**config.mk**
```make
export PLATFORM = sky130hd
export DESIGN_NAME = term_input_arbiter
export DESIGN_NICKNAME = d
export VERILOG_FILES = /design/src/rtl/term_input_arbiter.sv
export SDC_FILE = /design/constraint.sdc
export NUM_CORES = 1
export LEC_CHECK = 0
export ABC_AREA = 1
export CAP_MARGIN = 20
export CORE_MARGIN = 3
export CORE_UTILIZATION = 50
export CTS_BUF_LIST = sky130_fd_sc_hd__clkbuf_16
export DETAILED_ROUTE_END_ITERATION = 7
export PLACE_DENSITY = 0.75
export SLEW_MARGIN = 10
export SYNTH_ARGS = -nofsm -noshare
export SYNTH_HDL_FRONTEND = slang
export SYNTH_SLANG_ARGS = --single-unit
```
**constraint.sdc**
```tcl
create_clock -name clk -period 2.9 [get_ports clk]
set_input_delay 0.29 -clock clk [delete_from_list [all_inputs] [get_ports clk]]
set_output_delay 0.29 -clock clk [all_outputs]
set_load 0.02 [all_outputs]
```
**src/rtl/term_input_arbiter.sv**
```systemverilog
// Arbitrates two byte sources onto the termbuffer input, one byte in flight, with escape-sequence locking.
// Optional build macro TERM_ARB_FIXED_PRI_EN: unlocked ties always go to source A instead of round-robin.
module term_input_arbiter #(
  parameter int TIMEOUT_CYCLES = 1024,
  parameter int SEQ_MAX        = 16
) (
  input  logic       clk,
  input  logic       rst,
  input  logic [7:0] a_byte,
  input  logic       a_valid,
  output logic       a_ready,
  input  logic [7:0] b_byte,
  input  logic       b_valid,
  output logic       b_ready,
  output logic [7:0] tb_byte,
  output logic       tb_byte_v,
  input  logic       tb_done,
  output logic       grant_a,
  output logic       grant_b,
  output logic       busy,
  output logic       err_timeout,
  output logic       err_seq
);

  localparam int CW = $clog2(TIMEOUT_CYCLES);
  localparam int LW = $clog2(SEQ_MAX + 1);
  localparam logic [CW-1:0] CNT_LAST = CW'(TIMEOUT_CYCLES - 1);
  localparam logic [LW-1:0] LEN_MAX  = LW'(SEQ_MAX);
`ifdef TERM_ARB_FIXED_PRI_EN
  localparam bit FIXED_PRI = 1'b1;
`else
  localparam bit FIXED_PRI = 1'b0;
`endif

  typedef enum logic [1:0] {IDLE, ISSUE, WAIT_DONE} state_e;
  typedef enum logic [1:0] {SEQ_NONE, SEQ_ESC, SEQ_CSI} seq_e;

  state_e        state_q;
  seq_e          seq_q;
  logic          lock_a_q, lock_b_q;
  logic          last_b_q;
  logic [CW-1:0] cnt_q;
  logic [LW-1:0] len_q;
  logic [7:0]    byte_q;
  logic          byte_v_q, err_to_q, err_seq_q;

  logic          locked, elig_a, elig_b, pick_a, pick_b, accept;
  logic [7:0]    acc_byte;
  seq_e          seq_d;
  logic [LW-1:0] len_d, len_inc;
  logic          err_seq_d;

  // While locked only the holder may be served; otherwise ties alternate (or favour A).
  always_comb begin
    locked = lock_a_q | lock_b_q;
    elig_a = a_valid && (!locked || lock_a_q);
    elig_b = b_valid && (!locked || lock_b_q);
    pick_a = 1'b0;
    pick_b = 1'b0;
    if (state_q == IDLE) begin
      if (elig_a && elig_b) begin
        pick_a = FIXED_PRI || last_b_q;
        pick_b = !pick_a;
      end else begin
        pick_a = elig_a;
        pick_b = elig_b;
      end
    end
    accept   = pick_a | pick_b;
    acc_byte = pick_a ? a_byte : b_byte;
  end

  always_comb begin
    seq_d     = seq_q;
    len_d     = len_q;
    err_seq_d = 1'b0;
    len_inc   = (len_q < LEN_MAX) ? len_q + LW'(1) : len_q;
    if (acc_byte == 8'h1B) begin
      seq_d = SEQ_ESC;
      len_d = LW'(1);
    end else begin
      case (seq_q)
        SEQ_ESC: begin
          if (acc_byte == 8'h5B) begin
            seq_d = SEQ_CSI;
            len_d = len_inc;
          end else begin
            seq_d = SEQ_NONE;
          end
        end
        SEQ_CSI: begin
          if (acc_byte >= 8'h40 && acc_byte <= 8'h7E) seq_d = SEQ_NONE;
          else len_d = len_inc;
        end
        default: ;
      endcase
    end
    // An over-long sequence is cut short; its lock drops when this byte completes.
    if (seq_d != SEQ_NONE && len_d >= LEN_MAX) begin
      err_seq_d = 1'b1;
      seq_d     = SEQ_NONE;
    end
  end

  always_ff @(posedge clk) begin
    if (rst) begin
      state_q   <= IDLE;
      seq_q     <= SEQ_NONE;
      lock_a_q  <= 1'b0;
      lock_b_q  <= 1'b0;
      last_b_q  <= 1'b1;
      cnt_q     <= '0;
      len_q     <= '0;
      byte_q    <= '0;
      byte_v_q  <= 1'b0;
      err_to_q  <= 1'b0;
      err_seq_q <= 1'b0;
    end else begin
      byte_v_q  <= 1'b0;
      err_to_q  <= 1'b0;
      err_seq_q <= 1'b0;
      case (state_q)
        IDLE: begin
          if (accept) begin
            state_q   <= ISSUE;
            byte_q    <= acc_byte;
            byte_v_q  <= 1'b1;
            last_b_q  <= pick_b;
            seq_q     <= seq_d;
            len_q     <= len_d;
            err_seq_q <= err_seq_d;
            cnt_q     <= '0;
            if (acc_byte == 8'h1B) begin
              lock_a_q <= pick_a;
              lock_b_q <= pick_b;
            end
          end else if (locked) begin
            if (cnt_q == CNT_LAST) begin
              err_to_q <= 1'b1;
              lock_a_q <= 1'b0;
              lock_b_q <= 1'b0;
              seq_q    <= SEQ_NONE;
              len_q    <= '0;
              cnt_q    <= '0;
            end else begin
              cnt_q <= cnt_q + CW'(1);
            end
          end else begin
            cnt_q <= '0;
          end
        end
        ISSUE: begin
          state_q <= WAIT_DONE;
          cnt_q   <= '0;
        end
        WAIT_DONE: begin
          if (tb_done) begin
            state_q <= IDLE;
            cnt_q   <= '0;
            if (seq_q == SEQ_NONE) begin
              lock_a_q <= 1'b0;
              lock_b_q <= 1'b0;
            end
          end else if (cnt_q == CNT_LAST) begin
            state_q  <= IDLE;
            err_to_q <= 1'b1;
            lock_a_q <= 1'b0;
            lock_b_q <= 1'b0;
            seq_q    <= SEQ_NONE;
            len_q    <= '0;
            cnt_q    <= '0;
          end else begin
            cnt_q <= cnt_q + CW'(1);
          end
        end
        default: state_q <= IDLE;
      endcase
    end
  end

  assign a_ready     = pick_a;
  assign b_ready     = pick_b;
  assign tb_byte     = byte_q;
  assign tb_byte_v   = byte_v_q;
  assign grant_a     = lock_a_q;
  assign grant_b     = lock_b_q;
  assign busy        = (state_q != IDLE);
  assign err_timeout = err_to_q;
  assign err_seq     = err_seq_q;

endmodule

```
==> impl_results.md, run 1 <==
* Wire length of the first global-routing pass at 9.039 mm
* Per-cell routed wire length at 12.55 um
* Number of top-level pins at 37
* Part of the total power dissipated in combinational logic at 53.2%
* Width of the die at 73.89 um
* Maximum number of pins on one net before global-route repair at 18
* Setup CP Type: flip-flop to flip-flop
* TritonCTS clock tree: done
* Clock slew at reported path FFs at 0.05 ns
* Tot GR Track Use at 21.22%
* Relative slew slack at 64.66%
* Clk pwr share at 21.1%
* Result of the run: complete, no violations
* Power Dens Cells at 961.5 nW/um^2
* Number of nets at the end of the flow at 412
* Ys async rst share at 0%
* Post-DP Area at 2695 sq um
* Hold Buf Count CTS at 0
* Register area share after synthesis at 28.66%
* Number of remaining DRC errors at 0
* Final clock skew at 0.003556 ns
* Hold Path Depth at 2
* Setup slack after layout at 0.3910 ns
* Via count of the first global-routing pass at 2,050
* Min Clock Period, post-route at 2.509 ns
* Gates resized, CTS repair at 0
* Final count of negative-setup-slack endpoints at 0
* Final instance area at 2858 sq um
* Top metal layer carrying routed signals: met4
* Number of detailed-routing iterations run before antenna repair at 6
* Dpl ws at 0.4551 ns
* Initial antenna violation count at 0
* Number of diodes added for antenna fixing at 0
* Clock buffer count from CTS at 5
* Most used DFF post-synth: dfxtp_1
* Number of buffers inserted by port buffering at 36
* Static leakage at 1.278 nW
* Yosys reg bits at 33
* Class of the tightest hold or removal check: flip-flop to flip-flop
* Post-route clock period utilization at 86.52%
* Switching power share of the total at 44.49%
* Endpoint kind of the worst setup timing path: flip-flop
* Most common library cell in the layout ignoring fill and taps: nand2_1
* Data required time at the worst endpoint at 3.10 ns
* Number of cells in the finished layout apart from fillers at 433
* Sequential fraction of design power at 25.7%
* Total count of max-transition violations in the final report at 0
* Detailed-route via count at 2,276
* Synth Net Count at 376
* Total negative slack at 0 ns
* Commonest cells after routing, fill and taps aside: nand2_1 (72), inv_1 (51), clkdlybuf4s50_1 (36)
* Number of flops mapped to enable cells by yosys at 0
* Worst hold slack across all endpoints at 0.4731 ns
* Maximum buffer depth of the clock tree at 2
* Detail-routed via count per cell at 5.256
* Placed Instances at 425
* Routed wl met3 at 259 um
* Max Fanout on Critical Path at 17
* Cell count of the worst reg-to-reg path at 14
* Area of the core region at 4414 sq um
* GRT Residual Overflow at 0
* Actual slew at the worst max-slew pin at 0.5295 ns
* Last weighted congestion value of the routability-driven placer at 0.8581
* Synthesized area per cell at 6.700 sq um
* Std cell rows at 24
* Area added between synthesis and finish at 24.00%
* Insertion delay to the later sink of the worst-skew pair at 0.27 ns
* Critical path launch point type: flip-flop
* Power Internal at 1.525 mW
* Number of failing hold endpoints at the final stage at 0
* Met2 wire length at 2.510 mm
* Starting utilization of the core area at 52.21%
* Die Area at 5460 sq um
* Count of max-cap constraint violations at 0
* Estimated wirelength of the detail-placed design at 4.099 mm
* Highest attainable clock frequency at 398.6 MHz
* Initial DRC count at 160
* Master cell of the clock root buffer: clkbuf_16
* Sw Pwr at 1.222 mW
* Synth cell types at 36
* Maximum VDD drop at 0.6273 mV
* Wl on met1 at 2.565 mm
* H-tree depth reported by CTS at 2
* Die boundary height at 73.89 um
* Total Wirelength at 5.432 mm
* Synth Cell Area at 2305 sq um
* Number of sinks on the clock net at 33
* Setup repair after global routing missed its margin: false
* Count of nets left with antenna violations after detail routing at 0
* Post-CTS setup repair buffer count at 0
* Total of warnings raised by yosys at 0
* Layout cell share with drive strength beyond 1 at 11.55%
* Crit path DAT at 2.71 ns
* Number of standard cells after synthesis at 344
-- layer usage --
| layer | global-route usage [%] | vias to the layer above |
|---|---|---|
| li1 | - | 1191 |
| met5 | 0 | - |
| met4 | 7.042 | 0 |
| met3 | 4.104 | 9 |
| met2 | 33.46 | 60 |
| met1 | 28.82 | 1016 |
-- cell usage after synthesis (2+ instances only) --
library cell,instances,area [sq um]
a21oi_1,31,155.2
a21oi_2,2,17.52
clkbuf_1,5,18.77
dfxtp_1,33,660.6
ha_1,11,137.6
inv_1,50,187.7
inv_2,6,22.52
nand2_1,72,270.3
nand2_2,12,75.07
nand2_4,4,45.04
nand3_1,33,165.2
nand4_1,4,25.02
nor2_1,20,75.07
nor2_4,2,22.52
nor3_1,3,15.01
o211ai_1,10,75.07
o21ai_0,17,85.08
o21ai_1,4,20.02
o21ai_2,2,17.52
o21bai_1,2,15.01
o31ai_1,2,15.01
or2_2,2,12.51
xor2_1,4,35.03
-- state kept, by name (all words and copies together), names as in the netlist --
| register | cells |
|---|---|
| seq_q | 2 |
| tb_byte | 8 |
| len_q | 5 |
| tb_byte_v | 1 |
| grant_a | 1 |
| last_b_q | 1 |
| err_timeout | 1 |
| cnt_q | 10 |
| state_q | 2 |
| err_seq | 1 |
| grant_b | 1 |
-- worst max-delay path, cell delays in order, from the launching register on --
cell      delay, ns
dfxtp_1        0.35
inv_1          0.09
ha_1           0.25
inv_1          0.17
nor2_8         0.08
inv_1          0.07
nand2_2        0.19
inv_2          0.17
nand2_1        0.10
o21ai_1        0.18
o21bai_2       0.23
o21ai_1        0.11
o21ai_1        0.18
nand2_1        0.11
a21oi_1        0.15
-- metrics by stage --
stage	total power [mW]	util (%)
after floorplan	1.753	-
after global placement	2.142	61.05
after detailed placement	2.159	61.05
after CTS	2.754	64.74
after global routing	2.969	64.74
final	2.748	64.74
-- final timing paths --
check              to  startpoint  slack, ns
max           grant_b  state_q[0]       0.39
min          cnt_q[6]    cnt_q[6]       0.47
max reg2reg   grant_b  state_q[0]       0.39
min reg2reg  cnt_q[6]    cnt_q[6]       0.47
-- cell families after synthesis --
kind of cell             count (synthesis)  share of synthesized area [%]
AO/OA/AOI/OAI                           74                          19.16
XOR/XNOR                                 4                          1.520
adder cells (fa/ha/maj)                 11                          5.972
AND/OR/NAND/NOR                        158                          33.71
flip-flops                              33                          28.66
buffers and inverters                   64                          10.97
-- cell type report --
| cell class | count | area [sq um] |
|---|---|---|
| timing repair buffer | 37 | 367.9 |
| multi-input combinational | 247 | 1391 |
| inverter | 56 | 210.2 |
| tap | 52 | 65.06 |
| clock buffer | 5 | 125.1 |
| sequential | 33 | 660.6 |
| clock inverter | 3 | 37.54 |
| fill | 394 | 1556 |
-- power groups by stage --
| stage | logic [mW] | registers (mW) | clock network, mW |
|---|---|---|---|
| after floorplan | 0.982 | 0.770 | 0 |
| after global placement | 1.43 | 0.713 | 0 |
| after detailed placement | 1.45 | 0.712 | 0 |
| after CTS | 1.46 | 0.703 | 0.593 |
| after global routing | 1.63 | 0.725 | 0.612 |
| final | 1.46 | 0.705 | 0.579 |
Note: power is estimated with default switching activity, not from simulation.
==> run 2: changes to the inputs <==
--- a/config.mk
+++ b/config.mk
@@ -16,3 +16,4 @@
 export SYNTH_ARGS = -nofsm -noshare
 export SYNTH_HDL_FRONTEND = slang
 export SYNTH_SLANG_ARGS = --single-unit
+export TNS_END_PERCENT = 1
==> results of run 2 <==
Same layout as run 1: the final DEF is identical, and so are final timing and power.
